==> src/rtl/buzzer_pkg.sv <==
// Shared types and helpers for the N-channel buzzer arbiter.
// The helpers work on a fixed 16-bit vector so that any build with N <= 16 can use them.
package buzzer_pkg;

   localparam int MAX_N     = 16;
   localparam int IDX_MAX_W = 4;

   typedef enum logic [1:0] {
      IDLE    = 2'd0,
      ARMED   = 2'd1,
      DECIDED = 2'd2
   } state_t;

   // Searches downward so the last hit written is the lowest set index.
   function automatic logic [IDX_MAX_W-1:0] lowest_index(input logic [MAX_N-1:0] vec);
      logic [IDX_MAX_W-1:0] idx;
      idx = '0;
      for (int i = MAX_N - 1; i >= 0; i--) begin
         if (vec[i]) idx = IDX_MAX_W'(i);
      end
      return idx;
   endfunction

   function automatic logic multi_hot(input logic [MAX_N-1:0] vec);
      return ($countones(vec) >= 2);
   endfunction

endpackage

==> src/rtl/buzzer_arbiter_edge_det_n.sv <==
// N-wide rising-edge detector: registers pb every cycle and flags 0->1 transitions.
module edge_det_n #(
   parameter int N = 4
) (
   input  logic         clk,
   input  logic         rst,
   input  logic [N-1:0] pb,
   output logic [N-1:0] press
);

   logic [N-1:0] pb_q;

   // NOTE: sequential state is written with <= so every register samples the pre-edge values.
   always_ff @(posedge clk) begin
      if (rst) pb_q <= '0;
      else     pb_q <= pb;
   end

   assign press = pb & ~pb_q;

endmodule

==> src/rtl/buzzer_arbiter.sv <==
// First-press arbiter: arm/disarm rounds, false-start lockout, lowest-index tie-break, timeout.
// The FSM, timeout counter and every result register live in one clocked block.
module buzzer_arbiter
   import buzzer_pkg::*;
#(
   parameter int N              = 4,
   parameter int IDXW           = (N > 1) ? $clog2(N) : 1,
   parameter int TIMEOUT_CYCLES = 1000,
   parameter int CNTW           = 16
) (
   input  logic            clk,
   input  logic            rst,
   input  logic [N-1:0]    pb,
   input  logic            arm,
   input  logic            clear,
   output logic            push,
   output logic            tie,
   output logic [IDXW-1:0] winner,
   output logic [N-1:0]    win_onehot,
   output logic [N-1:0]    false_start,
   output logic            timeout,
   output logic            armed
);

   localparam logic [CNTW-1:0] LAST_CNT = CNTW'(TIMEOUT_CYCLES - 1);

   state_t                 state;
   logic [CNTW-1:0]        counter;
   logic [N-1:0]           press;
   logic [N-1:0]           v;
   logic [IDX_MAX_W-1:0]   low_full;
   logic                   many;

   edge_det_n #(.N(N)) u_edge (
      .clk   (clk),
      .rst   (rst),
      .pb    (pb),
      .press (press)
   );

   // Channels that false-started this round are locked out.
   assign v        = press & ~false_start;
   assign low_full = lowest_index(MAX_N'(v));
   assign many     = multi_hot(MAX_N'(v));

   always_ff @(posedge clk) begin
      if (rst) begin
         state       <= IDLE;
         push        <= 1'b0;
         tie         <= 1'b0;
         winner      <= '0;
         win_onehot  <= '0;
         false_start <= '0;
         timeout     <= 1'b0;
         armed       <= 1'b0;
         counter     <= '0;
      end else if (clear) begin
         state       <= IDLE;
         push        <= 1'b0;
         tie         <= 1'b0;
         winner      <= '0;
         win_onehot  <= '0;
         false_start <= '0;
         timeout     <= 1'b0;
         armed       <= 1'b0;
         counter     <= '0;
      end else begin
         unique case (state)
            IDLE: begin
               false_start <= false_start | press;
               if (arm) begin
                  state   <= ARMED;
                  armed   <= 1'b1;
                  counter <= '0;
               end
            end
            ARMED: begin
               if (v != '0) begin
                  state      <= DECIDED;
                  armed      <= 1'b0;
                  push       <= 1'b1;
                  win_onehot <= v;
                  winner     <= low_full[IDXW-1:0];
                  tie        <= many;
               end else if (TIMEOUT_CYCLES != 0 && counter == LAST_CNT) begin
                  state   <= DECIDED;
                  armed   <= 1'b0;
                  timeout <= 1'b1;
               end else if (counter != '1) begin
                  counter <= counter + 1'b1;
               end
            end
            DECIDED: begin
               // Results hold until clear.
            end
            default: begin
               state <= IDLE;
               armed <= 1'b0;
            end
         endcase
      end
   end

endmodule

==> config.mk <==
export PLATFORM = sky130hd
export DESIGN_NAME = buzzer_arbiter
export DESIGN_NICKNAME = d
export VERILOG_FILES = /design/src/rtl/buzzer_pkg.sv /design/src/rtl/buzzer_arbiter_edge_det_n.sv /design/src/rtl/buzzer_arbiter.sv
export SDC_FILE = /design/constraint.sdc
export NUM_CORES = 1
export LEC_CHECK = 0
export ABC_AREA = 1
export CELL_PAD_IN_SITES_DETAIL_PLACEMENT = 1
export CELL_PAD_IN_SITES_GLOBAL_PLACEMENT = 2
export CORE_ASPECT_RATIO = 0.8
export CORE_MARGIN = 2
export CORE_UTILIZATION = 32
export CTS_BUF_LIST = sky130_fd_sc_hd__clkbuf_8
export DETAILED_ROUTE_END_ITERATION = 12
export GPL_ROUTABILITY_DRIVEN = 1
export HOLD_SLACK_MARGIN = 0.1
export PLACE_DENSITY_LB_ADDON = 0.2
export SETUP_SLACK_MARGIN = 0.5
export SYNTH_ARGS = -nofsm -noshare
export SYNTH_HDL_FRONTEND = slang
export SYNTH_SLANG_ARGS = --single-unit
==> constraint.sdc <==
create_clock -name clk -period 1.9 [get_ports clk]
set_input_delay 0.475 -clock clk [delete_from_list [all_inputs] [get_ports clk]]
set_output_delay 0.475 -clock clk [all_outputs]
set_load 0.02 [all_outputs]
* After elaboration in Yosys (flattened, before gate mapping) *
Index checks and enable logic that the tools add are counted.

word-level totals
  register bits after elaboration = 36
  memories = 0
  output and inout bits = 14
  ROM bits = 0
  input bits = 8
  latch bits = 0
  bits in writable memories = 0
  logic and storage cells = 56

operators by class
  multiply operators = 0
  $add $sub $neg = 4
  divide/modulo/power cells = 0
  equality and inequality tests = 9
  shift operators = 0
  order comparisons = 1
  bitwise gates (word level) = 7
  reduce and logical (&&, ||, !) cells = 8
  multiplexer cells = 17

operators by type and width
  kind                                                    count
  2-to-1 mux 16 bit                                       4
  case mux 16 bit (2 select lines)                        1
  adder 16 x 1 -> 16 bit (second input constant)          1
  equality test 16 x 10 -> 1 bit (second input constant)  1
  inequality test 16 bit (second input constant)          1
  2-to-1 mux 2 bit                                        7
  AND 4 bit                                               2
  inequality test 2 bit (second input constant)           4
  inverter 4 bit                                          2
  case mux 2 bit (3 select lines)                         1
  AND reduction 3 bit                                     2
  AND reduction 5 bit                                     1
  adder 1 x 1 -> 2 bit                                    2
  bitwise OR 4 bit                                        1
  nonzero test 4 bit                                      1
  adder 2 x 2 -> 3 bit                                    1
  >= comparator 3 x 2 -> 1 bit (second input constant)    1
  2-to-1 mux 1 bit                                        3
  inequality test 3 bit (second input constant)           1
  case mux 1 bit (3 select lines)                         1
  equality test 2 x 1 -> 1 bit (second input constant)    1
  equality test 2 bit (second input constant)             1
  zero test 2 bit                                         1
  inverter 1 bit                                          2
  other kinds (3)                                         3

* Longest topological paths before layout *
Gate-level depths: netlist of the first run.

  depth after elaboration = 7
  gate-level depth with buffers = 12
  depth with buffers taken out = 12

* Modules after synthesis *
Synthesis of the first run repeated with hierarchy kept, for this count alone.

second synthesis, totals
  cells, all modules = 301
  area total of the unflattened synthesis = 2010.7 sq um

modules (own cells, without submodules)
  module          sequential area each (sq um)  times used  cells an instance  area an instance (sq um)
  buzzer_arbiter  640.6                         1           285                1885.6
  edge_det_n      80.1                          1           16                 125.1

* Worst setup path after synthesis of the first run *
No wires, ideal clock.

  path type = in2reg
  start = in pb[1]
  end = reg counter[13]
  slack = 0.225 ns
  arrival time = 1.564 ns
  buffers on the path = 1
  data required time = 1.788 ns
  setup time = 0.112 ns
  stages on the path = 12
  cell sequence = inv_1 > nor2_1 > nand2_1 > ha_1 > inv_1 > nor2_1 > nand3_2 > nand2_4 > buf_4 > nand3_1 > nand2_1 > nor2_1

between the ends
  word-level cells in the longest chain between the ends = 5

RTL lines
  item                                    RTL line                         source
  from (decl)                             buzzer_arbiter.sv:13             input logic [N-1:0] pb,
  AND 4 bit                               buzzer_arbiter_edge_det_n.sv:19  assign press = pb & ~pb_q;
  AND 4 bit                               buzzer_arbiter.sv:42             assign v = press & ~false_start;
  nonzero test 4 bit                      buzzer_arbiter.sv:78             if (v != '0) begin
  inequality test 2 bit (no source line)  n/a
  AND reduction 5 bit (no source line)    n/a
  to (signal assigned)                    buzzer_arbiter.sv:90             counter <= counter + 1'b1;
  to (decl)                               buzzer_arbiter.sv:28             logic [CNTW-1:0] counter;

No other way between the ends.
A chain may end at the register's enable or synchronous reset.

* Worst setup path after layout of the first run *
  start = reg counter[9]
  end = reg counter[10]

between the ends
  word-level cells in the longest chain between the ends = 5
  elaborated cells on any way between the ends = 10
  classes of those cells = 1 x add/sub; 4 x eq/ne; 4 x mux; 1 x reduce/logical

RTL lines
  item                              RTL line              source
  adder 16 x 1 -> 16 bit            buzzer_arbiter.sv:90
  2-to-1 mux 16 bit                 buzzer_arbiter.sv:89  end else if (counter != '1) begin
  2-to-1 mux 16 bit                 buzzer_arbiter.sv:85  end else if (TIMEOUT_CYCLES != 0 && counter == LAST_CNT) begin
  2-to-1 mux 16 bit                 buzzer_arbiter.sv:78
  case mux 16 bit (2 select lines)  buzzer_arbiter.sv:68  unique case (state)

Several ways; a longest one is shown, not always the timed one. The select of a mux whose other input is x is not followed.

==> flow_summary.json, run 1 <==
{
  "routed_via_density": 4.82,
  "cp-end-kind": "flip-flop",
  "syn_nets": 305,
  "avgSynthCellArea_um2": 6.57,
  "power_per_cell_area_mw_per_mm2": 558,
  "max_cap_viol_count": 0,
  "antenna_found_initial": 0,
  "final_cell_area_mm2": 0.00310,
  "p_leak_nw": 1.32,
  "firstDrtPassIters": 4,
  "cts-root-buf": "clkbuf_8",
  "final_nets": 385,
  "hold_class": "input pin to flip-flop",
  "die-area_mm2": 0.00668,
  "antennaDiodeCount": 0,
  "die_w_um": 90.9,
  "dpl.hpwl_um": 4310,
  "rsz0062_at_grt": "true",
  "cts_tree": "built",
  "clk_pin_slew_worst_paths_ns": 0.08,
  "dp.cells": 413,
  "min_period_over_period_pct": 86.3,
  "grt_usage_pct": 22.7,
  "instances_no_fill": 456,
  "overflow": 0,
  "timing.fmax_ghz": 0.610,
  "fin_ws_ns": 0.261,
  "critPathArrivalTime_ns": 1.88,
  "path_max_fanout": 5,
  "p_total_mw": 1.73,
  "ios": 22,
  "wl_per_cell_um": 16.5,
  "ir_drop_mv": 0.314,
  "worstSetupStartpointType": "flip-flop",
  "tightest_slew_ns": 0.285,
  "drt_drc_violations_left": 0,
  "die_y_um": 73.5,
  "vias": 2197,
  "drv_slew": 0,
  "htree_levels": 2,
  "setup_viol": 0,
  "fp-row-count": 25,
  "synthDistinctLibCells": 25,
  "placed_area_mm2": 0.00247,
  "finClkSkew_ns": 0.0117,
  "cts_inserted_buffers": 5,
  "first_iter_violations": 92,
  "worst_ep_required_time_ns": 2.14,
  "portBuffers": 21,
  "min_period_ns": 1.64,
  "synth_cells": 294,
  "hold_viol": 0,
  "startpoint": "counter[9]$_SDFFE_PP0P_",
  "coreArea_mm2": 0.00588,
  "clock_latency_ns": 0.30,
  "pre_cts_slack_ns": -0.385,
  "grt_pass1_wl_um": 11600,
  "run_status": "completed",
  "synth.cell_area_mm2": 0.00193,
  "clk_path_buf_depth": 2,
  "areaGrowthSynthToFinish_pct": 60.3,
  "initial_core_util_pct": 32.9,
  "max_slew_margin_pct": 80.9,
  "grt_pass1_vias": 2219,
  "ys_ff_latch": 36,
  "finalWirelength_um": 7520,
  "worstHoldStart": "pb[1]",
  "ys_warn_count": 0,
  "seq_area_frac_synth_pct": 37.3,
  "postRouteAntennaNets": 0,
  "grt_max_degree": 15,
  "clock_sinks": 36,
  "drive_above_1_share_pct": 42.1,
  "nFillCells": 743,
  "timing.rr.start": "counter[9]$_SDFFE_PP0P_",
  "gp_congestion": 0.744,
  "timing_worst_setup_path_type": "flip-flop to flip-flop",
  "fin_worst_hold_slack_ns": 0.395
}
[path summary, 6_finish.rpt]
check	slack, ns	cells past startpoint	to
max	0.26	13	counter[10]$_SDFFE_PP0P_
min reg2reg	0.46	2	win_onehot[3]$_SDFFE_PP0P_
max reg2reg	0.26	13	counter[10]$_SDFFE_PP0P_
min	0.39	3	u_edge.pb_q[1]$_SDFF_PP0_
[routing by layer]
metal	vias up	global-route usage, %	routed length, um
li1	1082	-	-
met1	1059	30.6	3600
met2	42	37.3	3490
met3	14	4.82	296
met4	0	6.23	125
met5	-	0	0
[Yosys cell counts (all sizes together)]
cell type | instances | area share, %
nor3 | 1 | 0.26
fa | 1 | 1.0
clkbuf | 2 | 0.39
dfxtp | 36 | 37
xnor2 | 1 | 0.45
nand4 | 2 | 0.65
clkinv | 1 | 0.19
a22oi | 1 | 0.39
nand2 | 71 | 15
ha | 2 | 1.3
o21ai | 10 | 2.6
inv | 39 | 7.6
nand3b | 1 | 1.0
nand3 | 37 | 11
nor2 | 63 | 13
buf | 3 | 1.6
xor2 | 3 | 1.4
a21oi | 20 | 5.2
[placed cells by master, fill, tap and decap left out, types with 5 or more instances in the layout]
master,count
a21oi_1,15
a21oi_2,5
buf_2,7
buf_4,43
buf_6,7
clkbuf_8,6
clkdlybuf4s15_2,7
dfxtp_1,17
dfxtp_2,16
inv_1,31
inv_2,6
nand2_1,60
nand2_2,7
nand3_1,19
nand3_2,16
nor2_1,51
nor2_2,6
nor2_4,6
o21ai_0,10
[sequential cells by signal, indices dropped and copies added, names as in the netlist]
register     cells
armed            1
counter         16
false_start      4
push             1
state            2
tie              1
timeout          1
u_edge.pb_q      4
win_onehot       4
winner           2
[cell families after synthesis]
| logic type | Yosys count | share of synthesized area, % |
|---|---|---|
| compound gates | 31 | 8.16 |
| xor+xnor | 4 | 1.81 |
| fa+ha+maj | 3 | 2.33 |
| buf+inv | 45 | 9.72 |
| flops | 36 | 37.3 |
| simple gates | 175 | 40.7 |
[through the flow]
| stage | setup TNS [ns] | util, % |
|---|---|---|
| after CTS | 0 | 50.6 |
| after global routing | 0 | 52.7 |
| after floorplan | 0 | - |
| final | 0 | 52.7 |
| after global placement | -7.37 | 42.0 |
| after detailed placement | -7.85 | 42.0 |
[worst max-delay path: stages, from the launching register on]
cell     delay [ns]
dfxtp_2        0.36
nand2_4        0.08
inv_1          0.08
nand2_1        0.07
nor2_1         0.10
nand2_1        0.10
nand3_2        0.10
nand2_4        0.08
buf_6          0.13
buf_12         0.12
buf_16         0.13
nand3_2        0.06
nand2_2        0.05
nor2_2         0.11
[area by class of cell]
| cell class | instances | area (um2) | area share [%] |
|---|---|---|---|
| Clock buffer | 6 | 82.6 | 2.67 |
| Clock inverter | 2 | 7.51 | 0.242 |
| Inverter | 40 | 170 | 5.49 |
| Multi-Input combinational cell | 213 | 1230 | 39.8 |
| Sequential cell | 36 | 752 | 24.3 |
| Tap cell | 81 | 101 | 3.27 |
| Timing Repair Buffer | 78 | 749 | 24.2 |
[power by group]
part / total [mW] / internal, mW / switching, mW
Clock: 0.578 / 0.286 / 0.292
Sequential: 0.789 / 0.772 / 0.0163
Combinational: 0.361 / 0.176 / 0.185
[timing repair]
action | 4_1_cts | 5_1_grt
pin swaps | 25 | 10
gates resized for setup | 102 | 30
buffers inserted | 23 | 8
endpoints found under the hold margin | 0 | 0
endpoints found under the setup margin | 42 | 33
hold buffers | 0 | 0
cloned | 3 | 1
(Power assumes the default switching activity.)
==> run 2: changes to the inputs <==
--- a/config.mk
+++ b/config.mk
@@ -16,7 +16,7 @@
 export GPL_ROUTABILITY_DRIVEN = 1
 export HOLD_SLACK_MARGIN = 0.1
 export PLACE_DENSITY_LB_ADDON = 0.2
-export SETUP_SLACK_MARGIN = 0.5
+export SKIP_CTS_REPAIR_TIMING = 1
 export SYNTH_ARGS = -nofsm -noshare
 export SYNTH_HDL_FRONTEND = slang
 export SYNTH_SLANG_ARGS = --single-unit
==> run 2 against run 1 <==
  * Total power fell by 6.2%
  * Flip-flop and latch count is the same
  * Hold slack improved by 0.045 ns
  * Clock-buffer cell count unchanged
  * Register-to-register slack got worse by 0.05 ns
  * Largest cell class unchanged
  * Wire length shrank 26%
  * Largest power group unchanged
  * Die area is the same
  * Global-route usage decreased by 4.6 points
  * Final cell count down 7.0%
  * Non-clock buffer count shrank 32
  * Critical path depth shrank 12
==> flow_summary.json, run 2 (synthesis results as in run 1) <==
{
  "fin_worst_hold_slack_ns": 0.440,
  "fp-row-count": 25,
  "clock_latency_ns": 0.29,
  "multi_input_area_mm2": 0.00110,
  "min_period_over_period_pct": 91.0,
  "cp_num_cells": 1,
  "drt_drc_violations_left": 0,
  "seq_area_um2": 722,
  "min_period_ns": 1.73,
  "drv_slew": 0,
  "run_status": "completed",
  "first_iter_violations": 50,
  "fin_ws_ns": 0.171,
  "hold_viol": 0,
  "max_cap_viol_count": 0,
  "largest-register": "counter",
  "critPathMaxStageDelay_ns": 0.62,
  "combPwrFrac_pct": 15.2,
  "slowest_stage": "clkdlybuf4s50_1",
  "tightest_slew_ns": 0.295,
  "cp-end-kind": "output port",
  "antenna_found_initial": 0,
  "finalWirelength_um": 5590,
  "final_cell_area_mm2": 0.00258,
  "p_total_mw": 1.62,
  "reg2regPathDepth": 10,
  "rsz0062_at_grt": "false",
  "nFillCells": 786,
  "postRouteAntennaNets": 0,
  "drive_above_1_share_pct": 18.1,
  "clkPwrFrac_pct": 36.1,
  "placed_area_mm2": 0.00239,
  "htree_levels": 2,
  "worstPathCellList": "clkdlybuf4s50_1",
  "grt_usage_pct": 18.1,
  "final_nets": 353,
  "clk_pin_slew_worst_paths_ns": 0.08,
  "antennaDiodeCount": 0,
  "cts_tree": "built",
  "routed_via_density": 4.56,
  "p_seq_share_pct": 48.7,
  "largest_reg_flops": 16,
  "r2r_end": "counter[2]$_SDFFE_PP0P_",
  "timing.rr.start": "counter[1]$_SDFFE_PP0P_",
  "ios": 22,
  "die-area_mm2": 0.00668,
  "startpoint": "armed$_SDFFE_PP0P_",
  "critical-path-top-delay-family": "buffers and inverters",
  "max_slew_margin_pct": 80.2,
  "final_cell_mix": "nand2_1, nor2_1, inv_1, dfxtp_1, nand3_1",
  "initial_core_util_pct": 32.9,
  "worst_ep_required_time_ns": 1.42,
  "cts_inserted_buffers": 5,
  "reg2reg_slack_ns": 0.21,
  "setup_viol": 0,
  "grt_max_degree": 19,
  "timing.fmax_ghz": 0.579,
  "die_w_um": 90.9,
  "gp_congestion": 0.863,
  "p_leak_nw": 1.06,
  "path_buf_inv": 1,
  "finClkSkew_ns": 0.00671,
  "hold_class": "input pin to flip-flop",
  "critPathArrivalTime_ns": 1.25,
  "clock_sinks": 36,
  "pre_cts_slack_ns": -0.378,
  "coreArea_mm2": 0.00588,
  "power.internal_mw": 1.17,
  "crit_path_end": "armed",
  "power_per_cell_area_mw_per_mm2": 627,
  "power.switching_mw": 0.449,
  "timing_worst_setup_path_type": "flip-flop to output port",
  "portBuffers": 21,
  "path_max_fanout": 2,
  "areaGrowthSynthToFinish_pct": 33.8,
  "overflow": 0,
  "grt_pass1_wl_um": 9560,
  "die_y_um": 73.5,
  "dpl.hpwl_um": 4250,
  "vias": 1934,
  "final_common_cell": "nand2_1",
  "wl_per_cell_um": 13.2,
  "switching_share_pct": 27.7,
  "ir_drop_mv": 0.357,
  "firstDrtPassIters": 4,
  "worstSetupStartpointType": "flip-flop",
  "cts-root-buf": "clkbuf_8",
  "clk_path_buf_depth": 2,
  "grt_pass1_vias": 1919,
  "fin_util_pct": 44.0
}
-- run 2: worst min-delay path by stage --
stage                                from                         end  slack, ns  cells after the start
4_1_cts            winner[1]$_SDFFE_PP0P_      winner[1]$_SDFFE_PP0P_       0.47                      2
5_1_grt                             pb[1]   u_edge.pb_q[1]$_SDFF_PP0_       0.45                      3
6_report                            pb[1]   u_edge.pb_q[1]$_SDFF_PP0_       0.44                      3
2_1_floorplan     counter[5]$_SDFFE_PP0P_     counter[5]$_SDFFE_PP0P_       0.47                      2
3_5_place_dp       winner[1]$_SDFFE_PP0P_      winner[1]$_SDFFE_PP0P_       0.46                      2
3_3_place_gp   win_onehot[3]$_SDFFE_PP0P_  win_onehot[3]$_SDFFE_PP0P_       0.45                      2
-- run 2: power groups by stage --
| stage | Sequential (mW) | Clock [mW] | Combinational (mW) |
|---|---|---|---|
| 4_1_cts | 0.787 | 0.610 | 0.226 |
| 2_1_floorplan | 0.812 | 0 | 0.113 |
| 6_report | 0.789 | 0.584 | 0.247 |
| 3_5_place_dp | 0.805 | 0 | 0.225 |
| 3_3_place_gp | 0.805 | 0 | 0.221 |
| 5_1_grt | 0.793 | 0.639 | 0.278 |
-- run 2: layout make-up --
cell class,instances,area share (%)
clock buffer,6,3.19
inverter,40,5.81
tap,81,3.92
sequential,36,27.9
clock inverter,2,0.436
timing repair buffer,46,16.0
multi-input combinational,213,42.7
-- run 2: worst register-to-register path, cell delays in order, from the launching register on --
cell and delay (ns):
dfxtp_1 0.41, ha_4 0.18, nand3_2 0.14, nor2_4 0.14, nand2_2 0.07, nor2_4 0.10, nand3b_4 0.12, buf_4 0.21
nand3_1 0.09, nand2_1 0.05, nor2_1 0.11
-- run 2: stage by stage --
step,setup TNS [ns],cells
2_1_floorplan,0,294
3_3_place_gp,-4.93,415
3_5_place_dp,-6.07,415
4_1_cts,-0.142,423
5_1_grt,0,424
6_report,0,424
-- run 2: routing by layer --
layer	vias up	part of all wire, %	global-route usage (%)
met1	892	54	26.0
met2	17	43	28.5
li1	1020	-	-
met3	5	2.2	3.59
met4	0	0.64	3.54
met5	-	0	0
